### config.mk
export PLATFORM = sky130hd
export DESIGN_NAME = iter_divider
export DESIGN_NICKNAME = d
export VERILOG_FILES = /design/src/rtl/iter_divider.sv
export SDC_FILE = /design/constraint.sdc
export NUM_CORES = 1
export LEC_CHECK = 0
export CAP_MARGIN = 20
export CORE_MARGIN = 2
export CORE_UTILIZATION = 57
export CTS_CLUSTER_SIZE = 30
export DETAILED_ROUTE_END_ITERATION = 16
export PLACE_DENSITY = 0.81
export SYNTH_ARGS = -nofsm -noshare
export SYNTH_HDL_FRONTEND = slang
export SYNTH_SLANG_ARGS = --single-unit
### constraint.sdc
create_clock -name clk -period 8.2 [get_ports clk]
set_input_delay 1.64 -clock clk [delete_from_list [all_inputs] [get_ports clk]]
set_output_delay 1.64 -clock clk [all_outputs]
set_load 0.02 [all_outputs]
### src/rtl/iter_divider.sv
// iter_divider: radix-2 restoring integer divider, signed or unsigned,
// returning quotient and remainder together after WIDTH iteration cycles.
//
// Ports:
//   clk, resetn             clock, asynchronous active-low reset
//   flush                   cancel any pending or in-flight operation
//   in_valid / in_ready     operand handshake (in_ready only in IDLE)
//   in_signed               1 = two's-complement, 0 = unsigned
//   dividend, divisor       operands, sampled only at the accept edge
//   out_valid / out_ready   result handshake (out_valid only in DONE)
//   quotient, remainder     registered results, held while out_valid
//   busy                    high in CALC and DONE
module iter_divider #(
  parameter int WIDTH = 32
) (
  input  logic             clk,
  input  logic             resetn,
  input  logic             flush,
  input  logic             in_valid,
  output logic             in_ready,
  input  logic             in_signed,
  input  logic [WIDTH-1:0] dividend,
  input  logic [WIDTH-1:0] divisor,
  output logic             out_valid,
  input  logic             out_ready,
  output logic [WIDTH-1:0] quotient,
  output logic [WIDTH-1:0] remainder,
  output logic             busy
);

  localparam int CW = $clog2(WIDTH + 1);

  typedef enum logic [1:0] {IDLE, CALC, DONE} state_t;

  state_t state, state_nxt;

  logic signed [WIDTH-1:0] dvd_s, dsr_s;
  logic                    dvd_neg, dsr_neg;
  logic                    accept, div_zero, last_step;

  logic [CW-1:0]    cnt_p1;
  logic [WIDTH-1:0] dsr_p0;
  logic             q_neg_p0, r_neg_p0;
  logic [WIDTH-1:0] rem_p1, quo_p1;

  logic [WIDTH:0]   shifted, diff;
  logic [WIDTH-1:0] q_step, r_step;

  // Two's-complement negate when requested. Used both for operand magnitude
  // (|MIN| comes out as 2^(WIDTH-1) read as unsigned) and for sign fix-up.
  function automatic logic [WIDTH-1:0] cond_negate(input logic [WIDTH-1:0] v,
                                                    input logic neg);
    return neg ? -v : v;
  endfunction

  assign dvd_s   = dividend;
  assign dsr_s   = divisor;
  assign dvd_neg = in_signed && (dvd_s < 0);
  assign dsr_neg = in_signed && (dsr_s < 0);

  assign in_ready  = (state == IDLE);
  assign out_valid = (state == DONE);
  assign busy      = (state != IDLE);

  assign accept    = in_valid && in_ready && !flush;
  assign div_zero  = (divisor == '0);
  assign last_step = (state == CALC) && (cnt_p1 == CW'(1));

  always_ff @(posedge clk or negedge resetn) begin
    if (!resetn) state <= IDLE;
    else         state <= state_nxt;
  end

  always_comb begin
    state_nxt = state;
    case (state)
      IDLE:    if (accept) state_nxt = div_zero ? DONE : CALC;
      CALC:    if (last_step) state_nxt = DONE;
      DONE:    if (out_ready) state_nxt = IDLE;
      default: state_nxt = IDLE;
    endcase
    if (flush) state_nxt = IDLE;
  end

  // Restoring step: shift in the next dividend bit (MSB first, taken from the
  // top of quo_p1 which doubles as the quotient shift register) and keep the
  // trial difference only when it did not borrow.
  always_comb begin
    shifted = {rem_p1, quo_p1[WIDTH-1]};
    diff    = shifted - {1'b0, dsr_p0};
    q_step  = {quo_p1[WIDTH-2:0], ~diff[WIDTH]};
    r_step  = diff[WIDTH] ? shifted[WIDTH-1:0] : diff[WIDTH-1:0];
  end

  // p0: operand magnitudes and result signs latched at acceptance
  // p1: partial remainder / quotient iterate once per CALC cycle
  always_ff @(posedge clk) begin
    if (accept) begin
      dsr_p0   <= cond_negate(divisor, dsr_neg);
      q_neg_p0 <= dvd_neg ^ dsr_neg;
      r_neg_p0 <= dvd_neg;
      rem_p1   <= '0;
      quo_p1   <= cond_negate(dividend, dvd_neg);
    end else if (state == CALC) begin
      rem_p1   <= r_step;
      quo_p1   <= q_step;
    end
  end

  // Result registers: sign fix-up happens on the way in so outputs are flops
  always_ff @(posedge clk or negedge resetn) begin
    if (!resetn) begin
      cnt_p1    <= '0;
      quotient  <= '0;
      remainder <= '0;
    end else begin
      if (accept) begin
        cnt_p1 <= CW'(WIDTH);
      end else if (state == CALC) begin
        cnt_p1 <= cnt_p1 - CW'(1);
      end

      if (accept && div_zero) begin
        quotient  <= '1;
        remainder <= dividend;
      end else if (last_step && !flush) begin
        quotient  <= cond_negate(q_step, q_neg_p0);
        remainder <= cond_negate(r_step, r_neg_p0);
      end
    end
  end

endmodule

; Yosys cells after proc, flatten, opt, wreduce, memory -nomap -nowiden
; Index checks and enable logic that the tools add are counted.
[totals]
register_bits = 170
out_inout_bits = 67
elab_cells = 58
[op_classes]
n_addsub = 6
n_lt_le_gt_ge = 2
n_eq_ne = 6
mux = 19
n_bitwise = 2
n_reduce_logical = 14
[ops]
columns = op, n
row1 = 32-bit two-way mux, 11
row2 = 32-bit negation, 4
row3 = "32-bit by 1-bit less-than comparator with 1-bit output, second input constant", 2
row4 = 33-bit by 32-bit subtractor with 33-bit output, 1
row5 = 32-bit logical NOT, 1
row6 = 6-bit two-way mux, 2
row7 = 2-bit two-way mux, 5
row8 = 1-bit logical AND, 7
row9 = "6-bit by 1-bit equality test with 1-bit output, second input constant", 1
row10 = "3-bit by 2-bit inequality test with 1-bit output, second input constant", 2
row11 = 2-bit case mux with 3 select lines, 1
row12 = 2-bit nonzero test, 3
row13 = "6-bit by 1-bit subtractor with 6-bit output, second input constant", 1
row14 = "3-bit inequality test, second input constant", 1
row15 = 3-bit AND reduction, 1
row16 = "2-bit by 1-bit equality test with 1-bit output, second input constant", 1
row17 = "2-bit equality test, second input constant", 1
row18 = 2-bit logical NOT, 1
row19 = 1-bit logical NOT, 1
row20 = 1-bit NOT, 1
row21 = 1-bit XOR, 1

; Logic depth before layout (Yosys ltp)
[logic_depth]
word_depth = 6
ltp_mapped = 23

; Worst setup path after synthesis
; OpenSTA, ideal clock, no wires.
[synth_timing]
kind = flip-flop to flip-flop
startpoint = register quo_p1[31]
endpoint = register quotient[30]
setup_ps = 137
arrival_ps = 5793
required_ps = 8063
setup_slack_ps = 2270
path_stages_with_launch = 24
path_buffers = 3
cell_sequence = edfxtp_1 -> inv_1 -> ha_1 -> fa_1 -> nand2b_2 -> a211oi_4 -> o2111ai_2 -> a2111o_1 -> a21oi_4 -> nor2_8 -> inv_2 -> buf_6 -> clkbuf_1 -> buf_1 -> ha_1 -> nand2b_1 -> or3_4 -> or4_4 -> or4_1 -> or2_1 -> o31ai_4 -> and2_1 -> xor2_1 -> a21oi_1
[synth_between]
elab_chain_len = 6
[synth_lines]
columns = element, line_no
row1 = from (decl), 44  ; logic [WIDTH-1:0] rem_p1, quo_p1;
row2 = from (signal assigned), 103  ; quo_p1 <= cond_negate(dividend, dvd_neg);
row3 = from (signal assigned), 106  ; quo_p1 <= q_step;
row4 = 33-bit by 32-bit subtractor with 33-bit output, 90  ; diff = shifted - {1'b0, dsr_p0};
row5 = 1-bit NOT, 91  ; q_step = {quo_p1[WIDTH-2:0], ~diff[WIDTH]};
row6 = 32-bit negation, 53  ; return neg ? -v : v;
row7 = 32-bit two-way mux, 53
row8 = 32-bit two-way mux, 126  ; end else if (last_step && !flush) begin
row9 = 32-bit two-way mux, 123  ; if (accept && div_zero) begin
row10 = to (signal assigned), 127  ; quotient <= cond_negate(q_step, q_neg_p0);
row11 = to (decl), 26  ; output logic [WIDTH-1:0] quotient,
; No other way between the ends. The select of a mux whose other input is x is not followed.
; A chain may end at the register's enable or synchronous reset.

; Worst setup path after layout
; Same ends and word-level chain as after synthesis.

==> out/qor.txt <==
Area contributors post-synth = edfxtp_1 17%, dfrtp_1 15%, o21ai_0 7.0%
Later-pin clock latency in the skew report = 430 ps
R2r endpoint = quotient[30]
Pre-CTS setup slack = 1897 ps
Max Fanout on Critical Path = 38
Largest family of logic cells by synthesized area = compound AO/OA/AOI/OAI gates
Fmax achieved = 156.4 MHz
R2r startpoint = quo_p1[31]
Reg clk slew, reported paths = 70 ps
Global-route wire length before repair = 48430 um
Worst path required time = 8500 ps
Final Hold Viols = 0
Site Rows = 52
Flop2flop setup slack = 1810 ps
DRC viols = 0
Compound-Gate Fraction of Synth Area = 23.97%
XOR/XNOR share of the synthesized area = 10.54%
Placed Area = 13210 um2
Die width = 147.4 um
Critical setup path kind = reg2reg
Placer Congestion = 0.9441
Initial antenna violation count = 0
Critical path endpoint category = flop
Setup TNS = 0 ps
Fin worst setup slack = 1805 ps
Area leader, netlist = edfxtp_1
Drt initial violations = 801
Outcome = complete, no violations
Simple-gate share of the synthesized area = 16.67%
Syn nets = 1465
CTS Hold Buffers Added = 0
Cells after synthesis = 1356
Total global routing overflow = 0
Max-slew violation count = 0
Commonest non-fill, non-tap cell in the layout = o21ai_0
Hold Path Class = reg2reg
Vias in the first global route = 9650
Area delta synth->final = 18.09%
Async SR Flop Fraction = 42.35%
CTS Buf Count = 17
Total Die Area = 21710 um2
CP arrival = 6690 ps
Area share of the largest cell type after synthesis = 16.92%
Synth unique cells = 89
Via count = 10490
Crit path time final = 6395 ps
Ys Warns = 0
Final layout net count = 1564
Htree depth = 4
Final instance area = 13830 um2
Pin count of the biggest net entering global routing = 73
Largest stage delay, worst path = 570 ps
Post-synth EDFFs = 66
Max stage delay cell, worst path = inv_2
Register bit total from synthesis = 170
HPWL Detailed = 22410 um
Max_cap viols = 0
Starting density of the core = 58.08%
Final Util = 68.59%
Post-synthesis adder-cell area fraction = 4.230%
Leakage = 5.408 nW
Reg2reg path depth = 20
RSZ-0062 raised after global routing = false
Max-Slew Margin vs Limit = 33.18%
GR Util All Layers = 27.68%
Share of cells above drive strength 1 = 5.586%
Top Metal Used = met4
Crit-path cells = inv_1 -> ha_1 -> fa_1 -> nand2b_2 -> a211oi_4 -> o2111ai_2 -> a2111o_1 -> a21oi_4 -> nor2_8 -> inv_2 -> ha_1 -> nand2b_1 -> or3_4 -> or4_4 -> or4_1 -> or2_1 -> o31ai_4 -> and2_1 -> xor2_1 -> a21oi_1
Multiplexer area fraction after synthesis = 2.286%
Skew final = 6.558 ps
CTS tree = yes
Maximum root-to-sink buffer count = 2
DR WL/cell = 17.12 um
CTS root buf = clkbuf_16
Met1 Wirelength = 12830 um
Setup Viol. Count Final = 0
DP Cell Count = 1705
Core ar. = 20170 um2
Met2 Wirelength = 13980 um
I/O pins = 137
Diode count = 0
Metal3 WL = 2346 um
Commonest non-fill, non-tap cells in the layout = 163 x o21ai_0, 146 x nand2_1, 135 x clkdlybuf4s50_1, 93 x nor2_1, 88 x a21oi_1
Synthesized cell area = 11710 um2
Detail Route Antenna Nets = 0
Number of clock sinks = 170
Cell Pwr Density = 344.9 nW/um2
DR vias/cell = 6.036
Worst hold start = rem_p1[28]
Pre-antenna DRT Iters = 5
Die Ht = 147.4 um
Period utilization = 77.99%
Most used DFF post-synth = dfrtp_1
Max VDD drop = 219.6 uV
Seq/Total Area, Yosys = 37.77%
CP most frequent cell = ha_1
# port buffers = 136
Tightest Pin Transition = 1002 ps
# resized after CTS = 0
Crit start category = flop
Hold endpoint = rem_p1[28]
Postcts setup bufs = 0
Post-route non-filler standard cell count = 1738
Mean Syn Cell Area = 8.638 um2
WL final = 29750 um
Hold depth = 2
==> worst max-delay path: cells and delay by family, from the launching register on <==
kind                       cells  cell delay [ps]
adders and majority gates      3              900
AOI/OAI and AO/OA              6             1700
xor gates and xnor gates       1              150
DFF                            1              380
and+or+nand+nor                8             2490
buffers and inverters          2              630
==> layout make-up <==
cell class                      count  area, um2
Inverter                           65      244.0
Multi-Input combinational cell   1053       6765
Fill cell                        1630       6336
Clock inverter                     13      160.2
Clock buffer                       19      432.9
Timing Repair Buffer              148       1469
Tap cell                          270      337.8
Sequential cell                   170       4424
==> through the flow <==
stage	total power [W]	hold WS, ps
after detailed placement	0.003914	486.7
after global routing	0.005077	523.0
final	0.004772	497.6
after floorplan	0.003108	446.9
after CTS	0.004737	497.2
after global placement	0.003852	486.3
==> metal layers <==
layer	vias to the layer above	track usage (%)
met5	-	0
met4	0	7.356
met3	46	4.658
met2	448	46.54
met1	4861	37.29
li1	5135	-
==> worst max path at each step <==
stage / slack (ps) / from / cells past startpoint / endpoint
after detailed placement: 1900 / quo_p1[31] / 20 / quotient[30]
after global routing: 1550 / quo_p1[31] / 20 / quotient[30]
after global placement: 2050 / quo_p1[31] / 20 / quotient[30]
after CTS: 1860 / quo_p1[31] / 20 / quotient[30]
after floorplan: 2270 / quo_p1[31] / 23 / quotient[30]
final: 1810 / quo_p1[31] / 20 / quotient[30]
==> synth_stat cells (5+ instances only) <==
cell type and number:
o211ai_1 13, nand2b_1 7, o21ai_0 163, a21o_1 6, o21a_1 9, a31oi_1 13
edfxtp_1 66, a211oi_1 11, dfxtp_1 32, or4_1 10, nor2_1 95, mux2_2 6
nand3b_1 5, clkbuf_1 50, ha_1 38, buf_2 13, nor4_1 10, nor2b_1 5
nor3_1 41, nand2_1 146, or3_1 16, a22oi_1 28, inv_1 64, o41ai_1 11
and2_1 16, dfrtp_1 72, o21ai_1 11, mux2i_1 20, nand3_1 24, or2_2 5
nand4_1 6, o31ai_1 29, a21oi_1 88, xnor2_1 80, xor2_1 61
==> state kept, by name, summed over array words and instances, names as in the netlist <==
signal and count:
quo_p1 32, q_neg_p0 1, state 2, r_neg_p0 1
cnt_p1 6, dsr_p0 32, rem_p1 32, remainder 32
quotient 32
==> power breakdown <==
part | internal (W) | switching, W
combinational | 0.00105 | 0.00148
clock | 0.000459 | 0.000360
sequential | 0.00118 | 0.000240
total | 0.00269 | 0.00208
==> logic make-up (layout without fill, tap and decap cells) <==
group,Yosys count,after routing
compound gates,438,438
simple gates,409,409
flops,170,170
xor+xnor,141,141
buf+inv,133,245
fa+ha+maj,39,39
mux,26,26
(Power assumes the default switching activity.)
